<file path="src/rtl/ram_sp_param.sv">
// ram_sp_param
//   Parametrised single-port synchronous RAM used as the CPU data/scratch
//   memory. It accepts requests over a valid/ready port, returns read data
//   one cycle after acceptance, supports per-bit masked writes, and runs a
//   sequential hardware clear. The clear zeroes one word per cycle and runs
//   after reset or when clr_start is seen while idle.
//
// Ports
//   clk        rising-edge clock
//   reset      synchronous, active-low reset
//   clr_start  request a full memory clear (sampled in IDLE only)
//   req_valid  access request present
//   req_ready  request accepted when req_valid & req_ready
//   req_we     1 = write, 0 = read
//   req_addr   word address
//   req_wdata  write data
//   req_wmask  per-bit write enable (1 = update bit)
//   rsp_valid  one-cycle pulse, rsp_rdata valid
//   rsp_rdata  read data, holds last value between reads
//   busy       high while the clear sweep is in progress
//   clr_done   one-cycle pulse after the last word is cleared
module ram_sp_param #(
  parameter int DATA_W = 8,
  parameter int ADDR_W = 4
) (
  input  logic              clk,
  input  logic              reset,
  input  logic              clr_start,
  input  logic              req_valid,
  output logic              req_ready,
  input  logic              req_we,
  input  logic [ADDR_W-1:0] req_addr,
  input  logic [DATA_W-1:0] req_wdata,
  input  logic [DATA_W-1:0] req_wmask,
  output logic              rsp_valid,
  output logic [DATA_W-1:0] rsp_rdata,
  output logic              busy,
  output logic              clr_done
);

  localparam int DEPTH = 1 << ADDR_W;

  typedef enum logic {
    ST_CLEAR = 1'b0,
    ST_IDLE  = 1'b1
  } state_t;

  state_t            state_reg, state_next;
  logic [ADDR_W-1:0] clr_ptr_reg, clr_ptr_next;
  logic              clr_done_reg, clr_done_next;
  logic              rsp_valid_reg;
  logic [DATA_W-1:0] rsp_rdata_reg;
  logic              req_fire;
  logic              rd_fire;
  logic              wr_fire;

  logic [DATA_W-1:0] mem [DEPTH];

  assign busy      = (state_reg == ST_CLEAR);
  // clr_start wins over a same-cycle request, so the port is not ready then.
  assign req_ready = (state_reg == ST_IDLE) & ~clr_start;
  assign req_fire  = req_valid & req_ready;
  assign rd_fire   = req_fire & ~req_we;
  assign wr_fire   = req_fire & req_we;

  assign rsp_valid = rsp_valid_reg;
  assign rsp_rdata = rsp_rdata_reg;
  assign clr_done  = clr_done_reg;

  // Next-state logic for the clear sweep.
  always_comb begin
    state_next    = state_reg;
    clr_ptr_next  = clr_ptr_reg;
    clr_done_next = 1'b0;
    case (state_reg)
      ST_CLEAR: begin
        // The pointer wraps to zero naturally after the last word.
        clr_ptr_next = clr_ptr_reg + ADDR_W'(1);
        if (&clr_ptr_reg) begin
          state_next    = ST_IDLE;
          clr_done_next = 1'b1;
        end
      end
      ST_IDLE: begin
        if (clr_start) begin
          state_next   = ST_CLEAR;
          clr_ptr_next = '0;
        end
      end
      default: begin
        state_next   = ST_CLEAR;
        clr_ptr_next = '0;
      end
    endcase
  end

  always_ff @(posedge clk) begin
    if (!reset) begin
      state_reg    <= ST_CLEAR;
      clr_ptr_reg  <= '0;
      clr_done_reg <= 1'b0;
    end else begin
      state_reg    <= state_next;
      clr_ptr_reg  <= clr_ptr_next;
      clr_done_reg <= clr_done_next;
    end
  end

  // Single write port shared by the sweep and accepted writes; the two never
  // coincide because requests are refused while clearing. Bit-enable writes
  // avoid a read-modify-write path through the array.
  always_ff @(posedge clk) begin
    if (reset) begin
      if (state_reg == ST_CLEAR) begin
        mem[clr_ptr_reg] <= '0;
      end else if (wr_fire) begin
        for (int i = 0; i < DATA_W; i++) begin
          if (req_wmask[i]) begin
            mem[req_addr][i] <= req_wdata[i];
          end
        end
      end
    end
  end

  // Registered read port; data holds between reads.
  always_ff @(posedge clk) begin
    if (!reset) begin
      rsp_valid_reg <= 1'b0;
      rsp_rdata_reg <= '0;
    end else begin
      rsp_valid_reg <= rd_fire;
      if (rd_fire) begin
        rsp_rdata_reg <= mem[req_addr];
      end
    end
  end

endmodule

</file>
<file path="config.mk">
export PLATFORM = sky130hd
export DESIGN_NAME = ram_sp_param
export DESIGN_NICKNAME = d
export VERILOG_FILES = /design/src/rtl/ram_sp_param.sv
export SDC_FILE = /design/constraint.sdc
export NUM_CORES = 1
export LEC_CHECK = 0
export BUFFER_PORTS_ARGS = -buffer_cell sky130_fd_sc_hd__buf_2
export CORE_MARGIN = 5
export CORE_UTILIZATION = 60
export DETAILED_ROUTE_END_ITERATION = 10
export GPL_TIMING_DRIVEN = 0
export PLACE_DENSITY = 0.82
export SLEW_MARGIN = 20
export SYNTH_ARGS = -nofsm -noshare
export SYNTH_HDL_FRONTEND = slang
export SYNTH_SLANG_ARGS = --single-unit
</file>
<file path="constraint.sdc">
create_clock -name clk -period 2.3 [get_ports clk]
set_input_delay 0.115 -clock clk [delete_from_list [all_inputs] [get_ports clk]]
set_output_delay 0.115 -clock clk [all_outputs]
set_load 0.005 [all_outputs]
</file>
# Word level (Yosys, flattened, before mapping)
# Memory sizes are Yosys's and may differ from the RTL's. A register that Yosys moved wholly into a read port is not among the register bits.
# Index checks and enable logic that the tools add are counted.
# totals
ff_bits,7
latch_bits,0
ram_bits,128
mem_bits_ro,0
in_bits,25
out_inout_bits,12
wordCells,70
memories,1
# memory_table
name,depth,width,read_ports,rd_ports_with_merged_regs,write_ports,line,rtl
mem,16,8,1,1,1,57,logic [DATA_W-1:0] mem [DEPTH];
# classes
add_sub_neg,1
mul,0
n_div,0
order_cmp,0
n_eq_ne,1
shift,0
mux,51
bitwise,8
reduce_logical,4
# op_table
op,n
2-to-1 mux 1 bit,45
2-to-1 mux 8 bit,2
2-to-1 mux 4 bit,2
one-hot mux 4 bit (2 select lines),1
OR reduction 8 bit,1
"adder 4 x 1 -> 4 bit, second input constant",1
AND 1 bit,4
inverter 1 bit,4
AND reduction 4 bit,1
"inequality test 2 bit, second input constant",1
one-hot mux 1 bit (2 select lines),1
OR reduction 2 bit,1
logical NOT 1 bit,1

# Logic depth before layout (Yosys ltp)
# Gate-level depths: netlist of run 1.
# depth
word_depth,10
depth_mapped,7

# Least setup slack after synthesis of run 1
# No wires, ideal clock.
# synth_path
path_kind,reg-to-reg
from,reg state_reg
to,mem mem[3][2] (enable)
t_arrival_ns,1.680
required_ns,1.988
setup_slack_ns,0.307
path_stages_with_launch,7
path_buffers,2
synth_period_minus_slack_ns,1.993
path_cell_list,dfxtp_1 buf_4 nand4b_4 a211oi_4 mux2_2 buf_2 nor3_1
# synth_via
elab_chain_len,9
elab_cells_between_ends,41
cone_classes,37 x mux; 3 x bitwise; 1 x reduce/logical
# synth_rtl
item,line,rtl
"start, declared",48,"state_t state_reg, state_next;"
"start signal, assigned",103,state_reg <= state_next;
AND 1 bit,61,assign req_ready = (state_reg == ST_IDLE) & ~clr_start;
AND 1 bit,62,assign req_fire = req_valid & req_ready;
AND 1 bit,64,assign wr_fire = req_fire & req_we;
2-to-1 mux 1 bit,116,end else if (wr_fire) begin
2-to-1 mux 1 bit,114,if (state_reg == ST_CLEAR) begin
2-to-1 mux 1 bit,113,if (reset) begin
2-to-1 mux 1 bit (not written as such),119,mem[req_addr][i] <= req_wdata[i];
OR reduction 8 bit (no line),-,
2-to-1 mux 4 bit (no line) or 2-to-1 mux 8 bit (tied branches),-,
"end, declared",57,
# Several ways; a longest one is shown, not always the timed one.

# Worst setup path after layout of run 1
# layout_path
from,reg state_reg
to,mem mem[8][7] (enable)
# The elaborated chain is that of the path after synthesis.

==> results.txt, run 1 <==
IO Count = 37
cells along the critical path = buf_6 -> nor2b_1 -> clkbuf_1 -> a21oi_1 -> clkbuf_1 -> nor3_1
Final min period = 2238 ps
Avg Cell Area, Syn = 14.44 um2
post-route cell area = 0.007715 mm2
VDD IR-drop max = 448.4 uV
sequential area share after synthesis = 62.94%
row cnt = 38
max reg flops = 128
TritonCTS clock tree = built
DRC = 0
via/cell ratio = 6.701
Worst Path Arrival = 2510 ps
largest area contributor in the netlist = edfxtp_1
worst-path fanout max = 10
CP max stage cell = a21oi_1
DIE AREA = 0.01317 mm2
RSZ-0062 raised after global routing = yes
final wirelength = 16.07 mm
first-pass GRT wire length = 24.75 mm
CTS Sinks = 143
hpwl dp = 10.41 mm
Die X = 114.8 um
Synth top area share = 58.38%
crit-path most repeated cell = clkbuf_1
Setup CP Type = register to register
overflow left after global routing = 0
Mapped Cells = 456
ranking of synthesized cells by area = edfxtp_1 58%, mux4_2 11%, nor3_1 9.4%
WL/cell = 24.06 um
Final Skew = 9.834 ps
Cell variety after synth = 38
Final setup viols = 0
pin count of the biggest net entering global routing = 17
power per cell area = 732.8 mW/mm2
met3 Track Usage GR = 6.421%
Worst Path Required = 2570 ps
M2 GR Usage = 40.75%
CTS clk-pin slew, worst paths = 60 ps
clock latency at the later pin of the worst-skew pair = 540 ps
CP Launch Type = register
Final GP Congestion = 0.8683
final hold vios = 0
Hold Path Class = input pin to register
status = complete, no violations
number of global-route vias before repair = 4460
max_slew headroom = 45.17%
Core Area = 0.01079 mm2
Netlist Area Pre-Place = 0.006584 mm2
antenna violation net count after detailed routing = 0
Die H = 114.8 um
initial antenna violation count = 0
Bufs on Longest Clock Path = 2
Worst setup EP type = register
starting density of the core = 61.00%
root buffer cell = clkbuf_8
Finished Core Util = 71.48%
gr busiest metal = met2
layout cell share with drive strength beyond 1 = 32.39%
commonest cells after routing, fill and taps aside = 128 x edfxtp_1, 96 x nor3_1, 48 x buf_2
Yosys warnings = 0
Vias = 4476
most common cell after layout, fill and taps aside = edfxtp_1
met1 GRT Util = 35.66%
final max-slew violation count = 0
Port-buffer cells = 33
period utilization = 97.30%
leakage power = 2.438 nW
max-cap viol count = 0
Worst Tran Pin Value = 822.5 ps
DRT iter0 DRCs = 537
nets@finish = 542
H-tree depth = 4
area added between synthesis and finish = 17.18%
drt first pass iters = 5
placed cell area = 0.006924 mm2
Max Clock Freq = 446.8 MHz
synthesized flop and latch total = 143
gr usage total = 25.98%
Antenna diodes = 0
slowest stage delay, CP = 610 ps
CTS buffer count = 17
synthesized net count = 482
-- synth_stat cells --
| library cell | number |
|---|---|
| mux2i_4 | 2 |
| nor4_1 | 1 |
| nand2_1 | 8 |
| and2_1 | 8 |
| a211oi_4 | 1 |
| and4_1 | 1 |
| mux2_4 | 1 |
| dfxtp_1 | 15 |
| nor3b_1 | 1 |
| inv_1 | 3 |
| o21ai_0 | 9 |
| buf_2 | 23 |
| or3_1 | 1 |
| a22oi_1 | 1 |
| a21oi_1 | 9 |
| nand2b_1 | 2 |
| nor3_2 | 4 |
| buf_6 | 7 |
| a2bb2oi_1 | 8 |
| clkbuf_1 | 14 |
| o221a_2 | 1 |
| mux2i_1 | 20 |
| nor2b_1 | 11 |
| buf_4 | 2 |
| buf_1 | 2 |
| mux4_2 | 32 |
| nor2_1 | 8 |
| ha_1 | 1 |
| nor4_2 | 1 |
| o211a_1 | 1 |
| nand3b_1 | 1 |
| o21a_1 | 1 |
| mux2_2 | 1 |
| a21o_1 | 1 |
| edfxtp_1 | 128 |
| nor3_1 | 124 |
| nand4b_4 | 1 |
| a31oi_1 | 1 |
-- layout make-up --
| type | instances | area (um2) |
|---|---|---|
| Sequential cell | 143 | 4144 |
| Fill cell | 659 | 3078 |
| Multi-Input combinational cell | 262 | 2331 |
| Clock buffer | 22 | 432.9 |
| Buffer | 48 | 311.5 |
| Timing Repair Buffer | 41 | 239.0 |
| Tap cell | 140 | 175.2 |
| Clock inverter | 9 | 70.07 |
| Inverter | 3 | 11.26 |
-- worst max-delay path: cells and delay by family (launching register included) --
family | cells | cell delay (ps)
buffers and inverters | 3 | 860
AOI/OAI and AO/OA | 1 | 610
DFF | 1 | 320
and+or+nand+nor | 2 | 180
-- cell families after synthesis --
family	synth area share, %
buffers and inverters	4.257
adders and majority gates	0.1900
muxes	15.07
AOI/OAI and AO/OA	3.497
DFF	62.94
and+or+nand+nor	14.04
-- where the power goes --
part	total, W	switching, W	internal [W]
sequential	0.00284	0.0000124	0.00282
combinational	0.000455	0.000301	0.000155
clock	0.00236	0.000956	0.00141
total	0.00565	0.00127	0.00438
-- metal layers --
metal / wire [um] / part of all wire (%)
met1: 6046 / 38
met2: 7858 / 49
met3: 1761 / 11
met4: 405 / 2.5
met5: 0 / 0
-- through the flow --
step	setup TNS, ps	worst slack [ps]	hold slack [ps]	power (W)	std cells
after floorplan	0	307.4	294.6	0.003156	456
after global routing	-1119	-70.39	162.0	0.005830	668
after global placement	-1095	-67.63	397.1	0.003290	629
after CTS	0	1.246	168.5	0.005617	667
after detailed placement	-2775	-93.09	405.9	0.003298	629
final	0	62.05	148.7	0.005654	668
-- path summary, 6_finish.rpt --
| kind | startpoint | endpoint | slack, ps | cells past startpoint |
|---|---|---|---|---|
| worst max register to register | state_reg | mem[8][7] | 60 | 6 |
| worst min-delay path | req_wmask[4] | mem[3][4] | 150 | 3 |
| worst min register to register | rsp_rdata[0] | rsp_rdata[0] | 490 | 2 |
| worst max-delay path | state_reg | mem[8][7] | 60 | 6 |
-- repair_timing --
| action | CTS | global route |
|---|---|---|
| buffers inserted | 3 | 1 |
| setup endpoints to repair | 69 | 124 |
| pin swaps | 1 | 0 |
| hold endpoints to repair | 6 | 0 |
| hold buffers | 4 | 0 |
| gates resized for setup | 2 | 52 |
(Power assumes the default switching activity.)
==> run 2, diff against run 1 <==
--- a/config.mk
+++ b/config.mk
@@ -10,8 +10,7 @@
 export CORE_UTILIZATION = 60
 export DETAILED_ROUTE_END_ITERATION = 10
 export GPL_TIMING_DRIVEN = 0
-export PLACE_DENSITY = 0.82
-export SLEW_MARGIN = 20
+export PLACE_DENSITY_LB_ADDON = 0.08
 export SYNTH_ARGS = -nofsm -noshare
 export SYNTH_HDL_FRONTEND = slang
 export SYNTH_SLANG_ARGS = --single-unit
==> run 2 against run 1 <==
Compared with the run above: via count shrank 2.2%; critical path depth is the same; fmax fell by 1.7%; sequential share of layout area rose by 0.19 points; critical endpoint is now mem[8][4]; largest cell class unchanged; largest power group unchanged; highest routed layer unchanged.
==> results.txt, run 2 (same netlist as run 1, synthesis figures left out) <==
status = complete, no violations
starting density of the core = 61.00%
leakage power = 2.434 nW
commonest cells after routing, fill and taps aside = 128 x edfxtp_1, 107 x nor3_1, 53 x buf_2
CP max stage cell = a21oi_1
overflow left after global routing = 0
worst reg-to-reg path cell count = 6
WL/cell = 24.65 um
CTS Sinks = 143
max_slew headroom = 43.60%
via/cell ratio = 6.571
max-cap viol count = 0
cells along the critical path = buf_4 -> nor2b_1 -> clkbuf_1 -> a21oi_1 -> clkbuf_1 -> nor3_1
Setup CP Type = register to register
layout cell share with drive strength beyond 1 = 31.56%
fill count = 740
Finished Core Util = 71.23%
Worst Tran Pin Value = 846.0 ps
power per cell area = 780.0 mW/mm2
Final min period = 2277 ps
final hold vios = 0
clock latency at the later pin of the worst-skew pair = 530 ps
M2 GR Usage = 40.59%
crit-path most repeated cell = clkbuf_1
Die H = 114.8 um
gr usage total = 26.42%
Antenna diodes = 0
DRC = 0
H-tree depth = 4
number of global-route vias before repair = 4276
Die X = 114.8 um
DIE AREA = 0.01317 mm2
Port-buffer cells = 33
Worst Path Required = 2570 ps
Min Hold Slack = 147.7 ps
setup TNS = 0 ps
Core Area = 0.01079 mm2
IO Count = 37
Final setup viols = 0
Max Clock Freq = 439.1 MHz
hold path cells = 3
hpwl dp = 10.52 mm
row cnt = 38
Bufs on Longest Clock Path = 2
area added between synthesis and finish = 16.76%
root buffer cell = clkbuf_8
antenna violation net count after detailed routing = 0
CTS buffer count = 17
Worst setup EP type = register
gr busiest metal = met2
final max-slew violation count = 0
CP Launch Type = register
pin count of the biggest net entering global routing = 17
worst-path fanout max = 10
drt first pass iters = 5
first-pass GRT wire length = 24.92 mm
final wirelength = 16.42 mm
Worst Path Arrival = 2540 ps
CTS clk-pin slew, worst paths = 60 ps
DRT iter0 DRCs = 534
Final Skew = 7.376 ps
met1 GRT Util = 37.35%
max reg flops = 128
most common cell after layout, fill and taps aside = edfxtp_1
Hold Path Class = input pin to register
Vias = 4376
nets@finish = 539
VDD IR-drop max = 511.0 uV
RSZ-0062 raised after global routing = yes
TritonCTS clock tree = built
Final GP Congestion = 0.8623
slowest stage delay, CP = 620 ps
period utilization = 99.02%
flop2flop setup slack = 20 ps
initial antenna violation count = 0
met3 Track Usage GR = 7.737%
run 2: per-stage QoR:
step	cell area (um2)	std cells	total power [W]	setup slack, ps
6_report	7687	666	0.005996	22.52
5_1_grt	7687	666	0.006167	-80.65
4_1_cts	7577	666	0.005984	21.21
3_5_place_dp	6924	629	0.003305	-81.60
3_3_place_gp	6924	629	0.003299	-65.01
2_1_floorplan	6584	456	0.003156	307.4
run 2: final timing paths:
kind,to,from
worst min register to register,rsp_rdata[4],rsp_rdata[4]
worst min-delay path,mem[7][5],req_wmask[5]
worst max-delay path,mem[8][4],state_reg
worst max register to register,mem[8][4],state_reg
run 2: metal layers:
layer	part of all wire (%)	up-vias
met5	0	-
met4	2.1	0
met3	10	33
met2	48	267
met1	40	2178
li1	-	1898
run 2: repair_timing:
item / CTS / global route
pin swaps: 1 / 1
endpoints found under the setup margin: 97 / 87
hold endpoints to repair: 6 / 0
buffers inserted: 1 / 0
resized for setup: 3 / 26
hold buffers: 4 / 0
run 2: critical path: cells and delay by family, from the launching register on:
family	cells	cell delay, ps
AO/OA/AOI/OAI	1	620
flip-flops	1	310
AND/OR/NAND/NOR	2	210
buffers and inverters	3	870
run 2: power by group:
part / leakage, nW / switching, W / internal [W]
sequential: 1.24 / 0.0000116 / 0.00282
combinational: 0.909 / 0.000298 / 0.000152
clock: 0.281 / 0.00107 / 0.00165
total: 2.43 / 0.00137 / 0.00462
run 2: cell type report:
cell class,instances,area (um2),area share (%)
clock inverters,14,163.9,2.132
repair buffers,38,225.2,2.930
inverters,3,11.26,0.1465
flip-flops and latches,143,4144,53.91
well taps,140,175.2,2.279
clock buffers,18,417.9,5.436
plain buffers,48,276.5,3.597
multi-input cells,262,2273,29.57
